$ cat config.mk
export PLATFORM = sky130hd
export DESIGN_NAME = systolic_feed_ctrl
export DESIGN_NICKNAME = d
export VERILOG_FILES = /design/src/rtl/systolic_feed_ctrl.sv
export SDC_FILE = /design/constraint.sdc
export NUM_CORES = 1
export LEC_CHECK = 0
export ABC_AREA = 1
export BUFFER_PORTS_ARGS = -buffer_cell sky130_fd_sc_hd__buf_2
export CORE_AREA = 5 5 174 176
export CTS_CLUSTER_SIZE = 12
export DETAILED_ROUTE_END_ITERATION = 7
export DIE_AREA = 0 0 179 181
export GPL_ROUTABILITY_DRIVEN = 0
export PLACE_DENSITY = 0.68
export SLEW_MARGIN = 20
export SYNTH_ARGS = -nofsm -noshare
export SYNTH_HDL_FRONTEND = slang
export SYNTH_SLANG_ARGS = --single-unit
$ cat constraint.sdc
create_clock -name clk -period 1.7 [get_ports clk]
set_input_delay 0.255 -clock clk [delete_from_list [all_inputs] [get_ports clk]]
set_output_delay 0.255 -clock clk [all_outputs]
set_load 0.05 [all_outputs]
$ cat src/rtl/systolic_feed_ctrl.sv
`default_nettype none
// ============================================================================
//  Module      : systolic_feed_ctrl
//  Description : Job sequencer for an N x N systolic MAC array. Accepts a
//                streamed matrix-product job (K operand beats), forwards
//                unskewed operand vectors to the array, generates the per-PE
//                en/clr grids matching the array's i+j skew, then captures
//                the N x N results and drains them row-major over a
//                valid/ready port.
//  Ports       : clk, rst_n              - clock, async active-low reset
//                start, k_len, busy      - job request / inner length / busy
//                op_valid/op_ready/op_a/op_w - operand beat stream
//                a_out, w_out            - operand vectors to the array
//                en_/clr_mult, en_/clr_accum - per-PE control, bit i*N+j
//                c_in                    - array results, PE(i,j) at (i*N+j)*DW
//                res_valid/res_ready/res_data/res_idx - result stream
//                done                    - one-cycle pulse after last result
//  Revision    : 1.0 - initial release
// ============================================================================
module systolic_feed_ctrl #(
    parameter int N  = 2,
    parameter int DW = 32,
    parameter int KW = 16
) (
    input  logic                   clk,
    input  logic                   rst_n,
    input  logic                   start,
    input  logic [KW-1:0]          k_len,
    output logic                   busy,
    input  logic                   op_valid,
    output logic                   op_ready,
    input  logic [N*DW-1:0]        op_a,
    input  logic [N*DW-1:0]        op_w,
    output logic [N*DW-1:0]        a_out,
    output logic [N*DW-1:0]        w_out,
    output logic [N*N-1:0]         en_mult,
    output logic [N*N-1:0]         clr_mult,
    output logic [N*N-1:0]         en_accum,
    output logic [N*N-1:0]         clr_accum,
    input  logic [N*N*DW-1:0]      c_in,
    output logic                   res_valid,
    input  logic                   res_ready,
    output logic [DW-1:0]          res_data,
    output logic [2*$clog2(N)-1:0] res_idx,
    output logic                   done
);

    localparam int              C_IW   = $clog2(N);
    localparam logic [C_IW-1:0] C_LAST = C_IW'(N - 1);

    typedef enum logic [2:0] {
        S_IDLE    = 3'd0,
        S_FEED    = 3'd1,
        S_WAIT    = 3'd2,
        S_CAPTURE = 3'd3,
        S_DRAIN   = 3'd4
    } state_t;

    state_t              state_q, state_d;
    logic [KW-1:0]       k_q, k_d;
    logic [KW-1:0]       cnt_q, cnt_d;
    logic [2*N-1:1]      vsr_q;
    logic [2*N-2:0]      vsr_d;
    logic [N*N*DW-1:0]   cbuf_q, cbuf_d;
    logic [C_IW-1:0]     ri_q, ri_d, rj_q, rj_d;
    logic                busy_q, busy_d;
    logic                op_ready_q, op_ready_d;
    logic                res_valid_q, res_valid_d;
    logic                done_q, done_d;

    logic                w_fire;
    logic                w_clr;
    logic [2*N-1:0]      w_vsr;

    // Stage 0 of the valid pipeline is the accept itself, so PE(0,0)
    // multiplies in the same cycle the operands appear on a_out/w_out.
    assign w_fire = op_valid & op_ready_q;
    assign w_vsr  = {vsr_q, w_fire};
    assign vsr_d  = w_vsr[2*N-2:0];

    // Non-accept cycles present zero bubbles so stale data never enters.
    assign a_out  = w_fire ? op_a : '0;
    assign w_out  = w_fire ? op_w : '0;

    assign clr_mult  = {(N*N){w_clr}};
    assign clr_accum = {(N*N){w_clr}};

    for (genvar i = 0; i < N; i++) begin : g_row
        for (genvar j = 0; j < N; j++) begin : g_col
            assign en_mult[i*N+j]  = w_vsr[i+j];
            assign en_accum[i*N+j] = w_vsr[i+j+1];
        end
    end

    assign busy      = busy_q;
    assign op_ready  = op_ready_q;
    assign res_valid = res_valid_q;
    assign done      = done_q;
    assign res_idx   = {ri_q, rj_q};

    always_comb begin
        res_data = '0;
        for (int p = 0; p < N*N; p++) begin
            if (p == int'(ri_q) * N + int'(rj_q)) begin
                res_data = cbuf_q[p*DW +: DW];
            end
        end
    end

    always_comb begin
        state_d = state_q;
        k_d     = k_q;
        cnt_d   = cnt_q;
        cbuf_d  = cbuf_q;
        ri_d    = ri_q;
        rj_d    = rj_q;
        done_d  = 1'b0;
        w_clr   = 1'b0;
        case (state_q)
            S_IDLE: begin
                if (start) begin
                    k_d     = k_len;
                    cnt_d   = '0;
                    ri_d    = '0;
                    rj_d    = '0;
                    w_clr   = 1'b1;
                    state_d = (k_len != '0) ? S_FEED : S_WAIT;
                end
            end
            S_FEED: begin
                if (w_fire) begin
                    cnt_d = cnt_q + KW'(1);
                    if (cnt_q == k_q - KW'(1)) begin
                        state_d = S_WAIT;
                    end
                end
            end
            S_WAIT: begin
                // Hold until the last beat has walked through every PE.
                if (w_vsr == '0) begin
                    state_d = S_CAPTURE;
                end
            end
            S_CAPTURE: begin
                cbuf_d  = c_in;
                state_d = S_DRAIN;
            end
            S_DRAIN: begin
                if (res_ready) begin
                    if (rj_q == C_LAST) begin
                        rj_d = '0;
                        if (ri_q == C_LAST) begin
                            ri_d    = '0;
                            done_d  = 1'b1;
                            state_d = S_IDLE;
                        end else begin
                            ri_d = ri_q + C_IW'(1);
                        end
                    end else begin
                        rj_d = rj_q + C_IW'(1);
                    end
                end
            end
            default: state_d = S_IDLE;
        endcase
        busy_d      = (state_d != S_IDLE);
        op_ready_d  = (state_d == S_FEED);
        res_valid_d = (state_d == S_DRAIN);
    end

    always_ff @(posedge clk or negedge rst_n) begin
        if (!rst_n) begin
            state_q     <= S_IDLE;
            k_q         <= '0;
            cnt_q       <= '0;
            vsr_q       <= '0;
            cbuf_q      <= '0;
            ri_q        <= '0;
            rj_q        <= '0;
            busy_q      <= 1'b0;
            op_ready_q  <= 1'b0;
            res_valid_q <= 1'b0;
            done_q      <= 1'b0;
        end else begin
            state_q     <= state_d;
            k_q         <= k_d;
            cnt_q       <= cnt_d;
            vsr_q       <= vsr_d;
            cbuf_q      <= cbuf_d;
            ri_q        <= ri_d;
            rj_q        <= rj_d;
            busy_q      <= busy_d;
            op_ready_q  <= op_ready_d;
            res_valid_q <= res_valid_d;
            done_q      <= done_d;
        end
    end

endmodule
`default_nettype wire

==> impl_metrics.yaml <==
worst_setup_path:
  r2r_start: "k_q[1]$_DFFE_PN0P_"
  crit_required_ns: 1.44
  cp_max_fo: 20
  crit_arrival_ns: 1.83
  critPathLaunch: "ri_q$_DFFE_PN0P_"
  startpoint_type: "flip-flop"
  criticalPathCategory: "reg2out"
  crit_path_end_kind: "output port"
routing:
  wl_per_cell_um: 18.3
  drc: 0
  vias: 10900
  drt_pre_antenna_iters: 5
  vias_per_cell: 4.78
  initialDrtViolationCount: 654
  wirelength_mm: 41.6
  ant_nets: 0
global_route:
  grt_max_degree: 79
  antenna_found_initial: 12
  grt_pass1_wl_mm: 62.0
  grt_pass1_vias: 11300
  grt_use_total: 0.243
  grt_overflow: 0
finish:
  nNetsFinal: 2145
  drive_gt1_frac: 0.445
  final-seq-area_sq_um: 4310
  multi_input_area_sq_um: 5440
  fillers: 2354
  postLayoutCoreUtil: 0.593
  area_growth_pct: 82.0
  final_area_sq_um: 16900
synthesis:
  ys_seq_area_frac: 0.464
  async_flop_share: 1.00
  synth_ff_type: "dfrtp_1"
  synth_edf_count: 0
  syn-num-nets: 1625
  synthCells: 1346
  syn_avg_cell_area_sq_um: 6.89
  yosysWarnings: 0
  ys_ff_latch: 172
  ys_types: 35
  synth_area_sq_um: 9280
cts:
  worstSkewPairLatency_ns: 0.43
  cts.path.max_buffers: 2
  cts_tree: "built"
  cts-root-buf: "clkbuf_16"
  clk_pin_slew_ns: 0.08
  cts_buffers: 17
  h-tree-depth: 4
  clock-sinks: 172
sta:
  final.setup.tns_ns: -35.91
  skew_ns: 0.0163
  setup_ws_ns: -0.387
  worstMarginPinSlew_ns: 0.480
  rsz0062_at_grt: "true"
  relSlewSlack: 0.680
  max_freq_mhz: 479
  setup_viol: 181
  fin_crit_ns: 2.09
  hold_viol: 0
  maxSlewViolCount: 0
  fin_crit_sh: 1.23
  holdWs_ns: 0.0194
placement:
  io_buffers: 458
  dpl_cell_area_sq_um: 13200
  dp_hpwl_mm: 28.2
  dpl_worst_slack_ns: -0.206
pwr:
  p_per_area_nw_per_um2: 1290
  vdd_drop_max_uv: 1200
  p_leak_uw: 0.00830
outcome:
  status: "finished with violations"
  violations: "setup timing"
floorplan:
  die_w_um: 179
  core-area_sq_um: 28500
  die_h_um: 181
  pin_count: 459
  die_area_sq_um: 32400
  start_util: 0.326
  rows: 62
hold_path:
  hold_class: "in2reg"
  hp-start: "c_in[97]"
job:
  max_cap_violations: 0
## logic make-up (layout without fill, tap and decap cells)
group                    after synthesis  count (layout)  synth area share
AO/OA/AOI/OAI                         73              73            0.0484
flip-flops                           172             172             0.464
other                                  0              11                 0
XOR/XNOR                              11              11            0.0104
AND/OR/NAND/NOR                      830             830             0.362
buffers and inverters                258             790             0.113
adder cells (fa/ha/maj)                2               2           0.00270
## worst max-delay path, cell delays in order (launching register included)
cell      delay (ns)
dfrtp_2         0.46
inv_2           0.10
nor2_4          0.06
buf_12          0.18
a221oi_2        0.31
a21oi_4         0.09
buf_4           0.19
## sequential cells by signal, summed over array words and instances, names as in the netlist
name	cells
state_q	3
k_q	16
cbuf_q	128
busy	1
rj_q	1
vsr_q	3
done	1
ri_q	1
cnt_q	16
res_valid	1
op_ready	1
## power breakdown
group	internal, uW	switching [uW]
combinational	5100	7660
clock	2120	1850
sequential	4590	514
## final timing paths
kind / slack [ns] / to / depth (start not counted)
max in group asynchronous: 0.75 / rj_q$_DFFE_PN0P_ / 3
hold / removal: 0.02 / cbuf_q[97]$_DFFE_PN0N_ / 3
setup reg to reg: -0.28 / busy$_DFF_PN0_ / 18
setup / recovery: -0.39 / res_data[22] / 6
min in group asynchronous: 0.35 / k_q[9]$_DFFE_PN0P_ / 2
hold reg to reg: 0.47 / vsr_q[3]$_DFF_PN0_ / 0
## per-layer routing
layer	up-vias	global-route usage	wire (um)
met3	64	0.0690	3480
li1	5119	-	-
met5	-	0	27
met2	465	0.396	20400
met1	5202	0.310	16600
met4	4	0.0811	1030
## Yosys cell counts (all sizes together), types with 2 or more instances
cell      n  area (sq um)
nand4    25           156
nor4      4          25.0
nand3b    3          22.5
o31ai     2          15.0
xnor2     5          43.8
inv     178           668
nor2    190           772
nand2   558          2090
a221oi   17           149
a21oi    25           125
nor3      7          40.0
clkbuf   45           169
dfrtp   172          4300
ha        2          25.0
o21ai    25           129
buf      33           200
xor2      6          52.6
o21a      3          22.5
clkinv    2          7.51
nand3    40           228
## through the flow
step | power, uW | std cells
floorplan | 12000 | 1346
global placement | 14700 | 2173
detailed placement | 14800 | 2173
CTS | 21400 | 2257
global route | 22900 | 2270
finish | 21800 | 2273
## layout make-up
class | instances | area share
Sequential cell | 172 | 0.255
Clock buffer | 18 | 0.0260
Antenna cell | 11 | 0.00163
Tap cell | 384 | 0.0285
Multi-Input combinational cell | 916 | 0.322
Inverter | 180 | 0.0411
Clock inverter | 13 | 0.00875
Timing Repair Buffer | 579 | 0.317
## what timing repair did
action                                 4_1_cts  5_1_grt
pin swaps                                   18       42
endpoints found under the hold margin       33        0
resized for setup                          564      132
setup buffers                               37       23
hold buffers                                 1        0
cloned                                      15        2
setup endpoints to repair                  175      195
## cell usage in the layout, fill, tap and decap left out, types with 43 or more instances in the layout
| cell | count |
|---|---|
| buf_12 | 45 |
| buf_8 | 70 |
| nor2_1 | 43 |
| dfrtp_1 | 169 |
| buf_2 | 287 |
| buf_4 | 54 |
| nor2_4 | 136 |
| inv_1 | 167 |
| buf_6 | 112 |
| nand2_1 | 547 |
(Power assumes the default switching activity.)
